`config.mk`:
```
export PLATFORM = sky130hd
export DESIGN_NAME = muldiv_seq
export DESIGN_NICKNAME = d
export VERILOG_FILES = /design/src/rtl/muldiv_seq.sv
export SDC_FILE = /design/constraint.sdc
export NUM_CORES = 2
export LEC_CHECK = 0
export ABC_AREA = 1
export BUFFER_PORTS_ARGS = -buffer_cell sky130_fd_sc_hd__buf_2
export CAP_MARGIN = 0
export CORE_MARGIN = 10
export CORE_UTILIZATION = 45
export DETAILED_ROUTE_END_ITERATION = 10
export PLACE_DENSITY = 0.6
export REMOVE_ABC_BUFFERS = 1
export SETUP_SLACK_MARGIN = 0.3
export SLEW_MARGIN = 0
export SYNTH_ARGS = -nofsm -noshare
export SYNTH_HDL_FRONTEND = slang
export SYNTH_SLANG_ARGS = --single-unit
export TNS_END_PERCENT = 5
```
`constraint.sdc`:
```
create_clock -name clk -period 3.55 [get_ports clk]
set_input_delay 0.355 -clock clk [delete_from_list [all_inputs] [get_ports clk]]
set_output_delay 0.355 -clock clk [all_outputs]
set_load 0.005 [all_outputs]
```
`src/rtl/muldiv_seq.sv`:
```
// Multi-cycle RV64M sequencer: iterative shift-add multiplier and restoring divider
// under one FSM, with valid/ready handshakes on both the request and result sides.
module muldiv_seq #(
  parameter int XLEN  = 64,
  parameter int CNT_W = 7
) (
  input  logic            clk,
  input  logic            reset,
  input  logic            in_valid,
  output logic            in_ready,
  input  logic [7:0]      instruction,
  input  logic [XLEN-1:0] rs1,
  input  logic [XLEN-1:0] rs2,
  input  logic            flush,
  output logic            out_valid,
  input  logic            out_ready,
  output logic [XLEN-1:0] result,
  output logic            busy
);

  // Handshakes: a transfer happens on a rising edge where valid && ready are both
  // high; valid never waits on ready, and payload is held while valid && !ready.
  typedef enum logic [1:0] {IDLE, CALC, FIX, DONE} state_t;

  localparam logic [7:0] OP_MUL    = 8'd10;
  localparam logic [7:0] OP_MULH   = 8'd11;
  localparam logic [7:0] OP_MULHSU = 8'd12;
  localparam logic [7:0] OP_MULHU  = 8'd13;
  localparam logic [7:0] OP_DIV    = 8'd14;
  localparam logic [7:0] OP_DIVU   = 8'd15;
  localparam logic [7:0] OP_REM    = 8'd16;
  localparam logic [7:0] OP_REMU   = 8'd17;
  localparam logic [7:0] OP_MULW   = 8'd38;
  localparam logic [7:0] OP_DIVW   = 8'd39;
  localparam logic [7:0] OP_DIVUW  = 8'd40;
  localparam logic [7:0] OP_REMW   = 8'd41;
  localparam logic [7:0] OP_REMUW  = 8'd42;

  state_t state_q, state_d;

  logic [CNT_W-1:0]  cnt_q;
  logic              op_mul_q, op_w_q, sel_hi_q, sel_rem_q, neg_res_q, neg_rem_q;
  logic [XLEN-1:0]   b_q, rem_q, quo_q;
  logic [2*XLEN-1:0] prod_q;

  // Request decode
  logic d_known, d_mul, d_div, d_rem, d_w, d_sa, d_sb, d_hi;

  always_comb begin
    d_known = 1'b1;
    d_mul   = 1'b0;
    d_div   = 1'b0;
    d_rem   = 1'b0;
    d_w     = 1'b0;
    d_sa    = 1'b0;
    d_sb    = 1'b0;
    d_hi    = 1'b0;
    case (instruction)
      OP_MUL:    begin d_mul = 1'b1; d_sa = 1'b1; d_sb = 1'b1; end
      OP_MULH:   begin d_mul = 1'b1; d_hi = 1'b1; d_sa = 1'b1; d_sb = 1'b1; end
      OP_MULHSU: begin d_mul = 1'b1; d_hi = 1'b1; d_sa = 1'b1; end
      OP_MULHU:  begin d_mul = 1'b1; d_hi = 1'b1; end
      OP_DIV:    begin d_div = 1'b1; d_sa = 1'b1; d_sb = 1'b1; end
      OP_DIVU:   begin d_div = 1'b1; end
      OP_REM:    begin d_div = 1'b1; d_rem = 1'b1; d_sa = 1'b1; d_sb = 1'b1; end
      OP_REMU:   begin d_div = 1'b1; d_rem = 1'b1; end
      OP_MULW:   begin d_mul = 1'b1; d_w = 1'b1; d_sa = 1'b1; d_sb = 1'b1; end
      OP_DIVW:   begin d_div = 1'b1; d_w = 1'b1; d_sa = 1'b1; d_sb = 1'b1; end
      OP_DIVUW:  begin d_div = 1'b1; d_w = 1'b1; end
      OP_REMW:   begin d_div = 1'b1; d_rem = 1'b1; d_w = 1'b1; d_sa = 1'b1; d_sb = 1'b1; end
      OP_REMUW:  begin d_div = 1'b1; d_rem = 1'b1; d_w = 1'b1; end
      default:   d_known = 1'b0;
    endcase
  end

  // Operand extension, magnitudes and special-case detection
  logic [XLEN-1:0] a_ext, b_ext, a_mag, b_mag, spec_raw, spec_res;
  logic            a_neg, b_neg, div_zero, div_ovf, special, accept;

  always_comb begin
    a_ext = d_w ? (d_sa ? {{32{rs1[31]}}, rs1[31:0]} : {32'b0, rs1[31:0]}) : rs1;
    b_ext = d_w ? (d_sb ? {{32{rs2[31]}}, rs2[31:0]} : {32'b0, rs2[31:0]}) : rs2;
    a_neg = d_sa & a_ext[XLEN-1];
    b_neg = d_sb & b_ext[XLEN-1];
    a_mag = a_neg ? -a_ext : a_ext;
    b_mag = b_neg ? -b_ext : b_ext;
    div_zero = d_div & (b_ext == '0);
    div_ovf  = d_div & d_sa & d_sb & ~div_zero &
               (d_w ? (rs1[31:0] == 32'h8000_0000 && rs2[31:0] == 32'hFFFF_FFFF)
                    : (rs1 == {1'b1, {(XLEN-1){1'b0}}} && rs2 == '1));
    special  = ~d_known | div_zero | div_ovf;
    spec_raw = '0;
    if (d_known && div_zero)     spec_raw = d_rem ? a_ext : '1;
    else if (d_known && div_ovf) spec_raw = d_rem ? '0 : a_ext;
    spec_res = d_w ? {{32{spec_raw[31]}}, spec_raw[31:0]} : spec_raw;
    accept   = in_valid & in_ready & ~flush;
  end

  // One iteration step for each engine
  logic [XLEN:0]     mul_sum, rem_sh, rem_diff;
  logic [2*XLEN-1:0] prod_next;

  always_comb begin
    mul_sum   = {1'b0, prod_q[2*XLEN-1:XLEN]} + (prod_q[0] ? {1'b0, b_q} : '0);
    prod_next = {mul_sum, prod_q[XLEN-1:1]};
    rem_sh    = {rem_q, quo_q[XLEN-1]};
    rem_diff  = rem_sh - {1'b0, b_q};
  end

  // Sign fix-up and output select; W products sit 32 bits high after 32 steps
  logic [2*XLEN-1:0] prod_adj, prod_s;
  logic [XLEN-1:0]   quo_s, rem_s, fix_raw, fix_res;

  always_comb begin
    prod_adj = op_w_q ? {32'b0, prod_q[2*XLEN-1:32]} : prod_q;
    prod_s   = neg_res_q ? -prod_adj : prod_adj;
    quo_s    = neg_res_q ? -quo_q : quo_q;
    rem_s    = neg_rem_q ? -rem_q : rem_q;
    if (op_mul_q) fix_raw = sel_hi_q ? prod_s[2*XLEN-1:XLEN] : prod_s[XLEN-1:0];
    else          fix_raw = sel_rem_q ? rem_s : quo_s;
    fix_res = op_w_q ? {{32{fix_raw[31]}}, fix_raw[31:0]} : fix_raw;
  end

  // FSM: state register
  always_ff @(posedge clk) begin
    if (reset) state_q <= IDLE;
    else       state_q <= state_d;
  end

  // FSM: next state
  always_comb begin
    state_d = state_q;
    case (state_q)
      IDLE: if (accept) state_d = special ? DONE : CALC;
      CALC: if (flush) state_d = IDLE;
            else if (cnt_q == '0) state_d = FIX;
      FIX:  state_d = flush ? IDLE : DONE;
      DONE: if (flush || out_ready) state_d = IDLE;
      default: state_d = IDLE;
    endcase
  end

  // FSM: outputs
  always_comb begin
    in_ready  = (state_q == IDLE);
    busy      = (state_q != IDLE);
    out_valid = (state_q == DONE);
  end

  // Datapath
  always_ff @(posedge clk) begin
    if (reset) begin
      result    <= '0;
      cnt_q     <= '0;
      op_mul_q  <= 1'b0;
      op_w_q    <= 1'b0;
      sel_hi_q  <= 1'b0;
      sel_rem_q <= 1'b0;
      neg_res_q <= 1'b0;
      neg_rem_q <= 1'b0;
      b_q       <= '0;
      rem_q     <= '0;
      quo_q     <= '0;
      prod_q    <= '0;
    end else if (accept) begin
      op_mul_q  <= d_mul;
      op_w_q    <= d_w;
      sel_hi_q  <= d_hi;
      sel_rem_q <= d_rem;
      neg_res_q <= a_neg ^ b_neg;
      neg_rem_q <= a_neg;
      b_q       <= b_mag;
      rem_q     <= '0;
      // W dividends start at the top so 32 left shifts consume them exactly
      quo_q     <= d_w ? {a_mag[31:0], 32'b0} : a_mag;
      prod_q    <= {{XLEN{1'b0}}, a_mag};
      if (special) begin
        result <= spec_res;
        cnt_q  <= '0;
      end else begin
        cnt_q  <= d_w ? CNT_W'(31) : CNT_W'(XLEN-1);
      end
    end else if (state_q == CALC && !flush) begin
      cnt_q  <= cnt_q - 1'b1;
      prod_q <= prod_next;
      if (rem_diff[XLEN]) begin
        rem_q <= rem_sh[XLEN-1:0];
        quo_q <= {quo_q[XLEN-2:0], 1'b0};
      end else begin
        rem_q <= rem_diff[XLEN-1:0];
        quo_q <= {quo_q[XLEN-2:0], 1'b1};
      end
    end else if (state_q == FIX && !flush) begin
      result <= fix_res;
    end
  end

endmodule
```
==> impl_metrics.py <==
metrics = {
    "run_status": {
        "status": "finished, final reports clean",
    },
    "final_layout": {
        "multiInputGateArea_sq_um": 31500,
        "final_cell_mix": "nand2_1 (2082), inv_1 (1054), nor2_1 (1023)",
        "final_util_pct": 56.3,
        "register_area_sq_um": 8010,
        "final_layout_size_suffix_gt1_share_pct": 15.5,
        "mostFrequentLayoutCell": "nand2_1",
        "area_growth_pct": 23.7,
        "final_cell_area_sq_um": 54600,
        "fin_nets": 9076,
        "fillCellCount": 10200,
        "layoutNonFillerInstCount": 10100,
    },
    "floorplanning": {
        "die_h_microns": 333,
        "dieArea_sq_um": 111000,
        "coreArea_sq_um": 97000,
        "die_w_microns": 333,
        "pin_count": 208,
        "start_util_pct": 45.5,
        "rows": 114,
    },
    "critical_path": {
        "start_kind": "register",
        "worstSetupPathType": "reg2reg",
        "critPathCaptureType": "register",
        "cp.arrival_ps": 4100,
        "path_max_fanout": 23,
        "r2r-start": "op_w_q$_SDFFE_PP0P_",
        "cp.required_ps": 4140,
        "critPathLaunch": "op_w_q$_SDFFE_PP0P_",
    },
    "yosys": {
        "synth_cells": 8102,
        "ys_seq_area_share_pct": 18.1,
        "yosysWarnings": 0,
        "synth.area.top_cells": "dfxtp_1 (18%), nand2_1 (18%), nor2_1 (9.4%), inv_1 (9.0%), o21ai_0 (7.2%)",
        "synth.distinct_cells": 58,
        "syn_area_sq_um": 44200,
        "post-synth-top-area-cell": "dfxtp_1",
        "synth-edff-count": 0,
        "synthFlopType": "dfxtp_1",
        "synthArstFlopShare_pct": 0,
        "yosys.area.top_type_share_pct": 18.1,
        "ys_ff_latch": 399,
        "syn_area_per_cell_sq_um": 5.45,
    },
    "clock_network": {
        "ctsLongestPathBuffers": 3,
        "cts.sinks": 399,
        "ctsHtreeMaxLevel": 2,
        "cts_tree": "done",
        "numCtsBuffers": 51,
        "clk_pin_slew_ps": 70,
        "cts_root_buf": "clkbuf_16",
        "clk_latency_ps": 680,
    },
    "sta": {
        "rsz0062_at_grt": "yes",
        "post-route-min-period_ps": 3510,
        "drv_slew": 0,
        "setup_viol": 0,
        "tightest_slew_ps": 1440,
        "fmax_mhz": 285,
        "finalHoldViolations": 0,
        "timing.final.crit_share_pct": 98.9,
        "layout_setup_ws_ps": 39.5,
        "finClkSkew_ps": 38.9,
        "max_slew_margin_pct": 3.74,
    },
    "placement": {
        "pre_cts_ws_ps": -232,
        "hpwl_microns": 220000,
        "port_buffers": 207,
        "numPlacedInstances": 9980,
        "placed_area_sq_um": 51500,
        "place_congestion": 1.18,
    },
    "route": {
        "firstDrtPassIters": 11,
        "drt_iter0_drc": 10100,
        "avgViaCountPerCell": 6.14,
        "wl_per_cell_microns": 26.9,
        "route.detailed.drc": 0,
        "final_antenna_net_count": 0,
        "vias": 62200,
        "wirelength_microns": 272000,
    },
    "pwr": {
        "power_uw": 21100,
        "vdd_drop_max_v": 0.000357,
        "p_leak_uw": 0.0275,
        "powerDensity_nw_per_um2": 387,
    },
    "global_routing": {
        "grt.total_usage_pct": 46.1,
        "grt_pass1_wl_microns": 381000,
        "grt_pass1_vias": 55400,
        "antenna_found_initial": 11,
        "grt_max_degree": 105,
        "gr-total-overflow": 0,
    },
    "job": {
        "cap_violations": 0,
    },
    "worst_hold_path": {
        "worstHoldStart": "rs2[13]",
        "hp-class": "in2reg",
    },
}
==> stage by stage <==
step	TNS [ps]	hold WS, ps
final	0	22.1
after global routing	-740	52.8
after CTS	0	8.28
after detailed placement	-2420	454
after global placement	-1430	454
after floorplan	-1768010	424
==> registers in the layout, summed over array words and instances, names as in the netlist <==
signal / flops
sel_hi_q: 1
prod_q: 128
result: 64
cnt_q: 7
neg_rem_q: 1
sel_rem_q: 1
op_mul_q: 1
rem_q: 64
b_q: 64
quo_q: 64
state_q: 2
neg_res_q: 1
op_w_q: 1
==> cell usage after synthesis (all sizes together) (4+ instances only) <==
cell	instances
o21ai	668
o31ai	8
o221ai	5
xnor2	66
o311ai	9
a21o	15
buf	127
a21boi	9
o32ai	6
inv	1071
dfxtp	399
nor2	1119
o22ai	106
nand3	630
and2	8
or2	27
ha	136
nor3b	8
nand3b	27
and3	9
nand2	2114
a221oi	8
clkbuf	219
o21bai	22
o211ai	109
xor2	121
a31oi	111
a211oi	4
o21a	45
nor3	133
nor4	38
a21oi	618
nand4	94
==> power breakdown <==
part / internal [uW] / switching [uW]
clock network: 3520 / 2460
logic: 3350 / 6670
registers: 4780 / 345
total: 11600 / 9480
==> layout make-up <==
type	count	area share, %
well taps	1276	2.92
clock buffers	60	2.53
repair inverters	1	0.00916
flip-flops and latches	399	14.7
multi-input cells	6285	57.6
clock inverters	34	0.850
inverters	1073	7.40
diodes	5	0.0229
repair buffers	986	14.0
==> logic make-up after synthesis <==
group,after synthesis,synth area share [%]
AOI/OAI and AO/OA,1751,22.1
adders and majority gates,138,3.94
and+or+nand+nor,4208,39.6
DFF,399,18.1
buffers and inverters,1419,12.5
xor gates and xnor gates,187,3.71
==> critical path: stages, from the launching register on <==
cell and delay [ps]:
dfxtp_4 380, buf_12 160, buf_12 160, buf_12 160
nand2_1 200, o21ai_2 140, inv_1 90, nand3_1 110
or2_2 360, nor2_1 310, nand2_1 210, nand2_1 120
nand2_1 60, nand2_1 50, nand3_1 140, nand2_1 150
nand3_1 210, nand2_1 170, nand3_1 90, a21oi_1 110
==> final timing paths <==
kind | slack, ps | to | cells after the start
setup / recovery | 40 | result[35]$_SDFFE_PP0P_ | 19
hold / removal | 20 | b_q[13]$_SDFFE_PP0P_ | 3
setup reg to reg | 40 | result[35]$_SDFFE_PP0P_ | 19
hold reg to reg | 460 | result[61]$_SDFFE_PP0P_ | 2
==> layer usage <==
layer	vias to the layer above	track usage, %	wire length (microns)
met5	-	0	27
met4	4	39.0	28400
met3	984	13.4	38700
met2	4915	64.8	106000
met1	28300	57.2	98900
li1	27900	-	-
==> timing repair <==
action | CTS | global route
setup buffers | 20 | 8
hold buffers | 4 | 0
pin swaps | 26 | 35
gates cloned | 3 | 5
hold endpoints to repair | 4 | 0
resized for setup | 134 | 137
setup endpoints to repair | 156 | 174
Power figures use the tool's default switching activity.
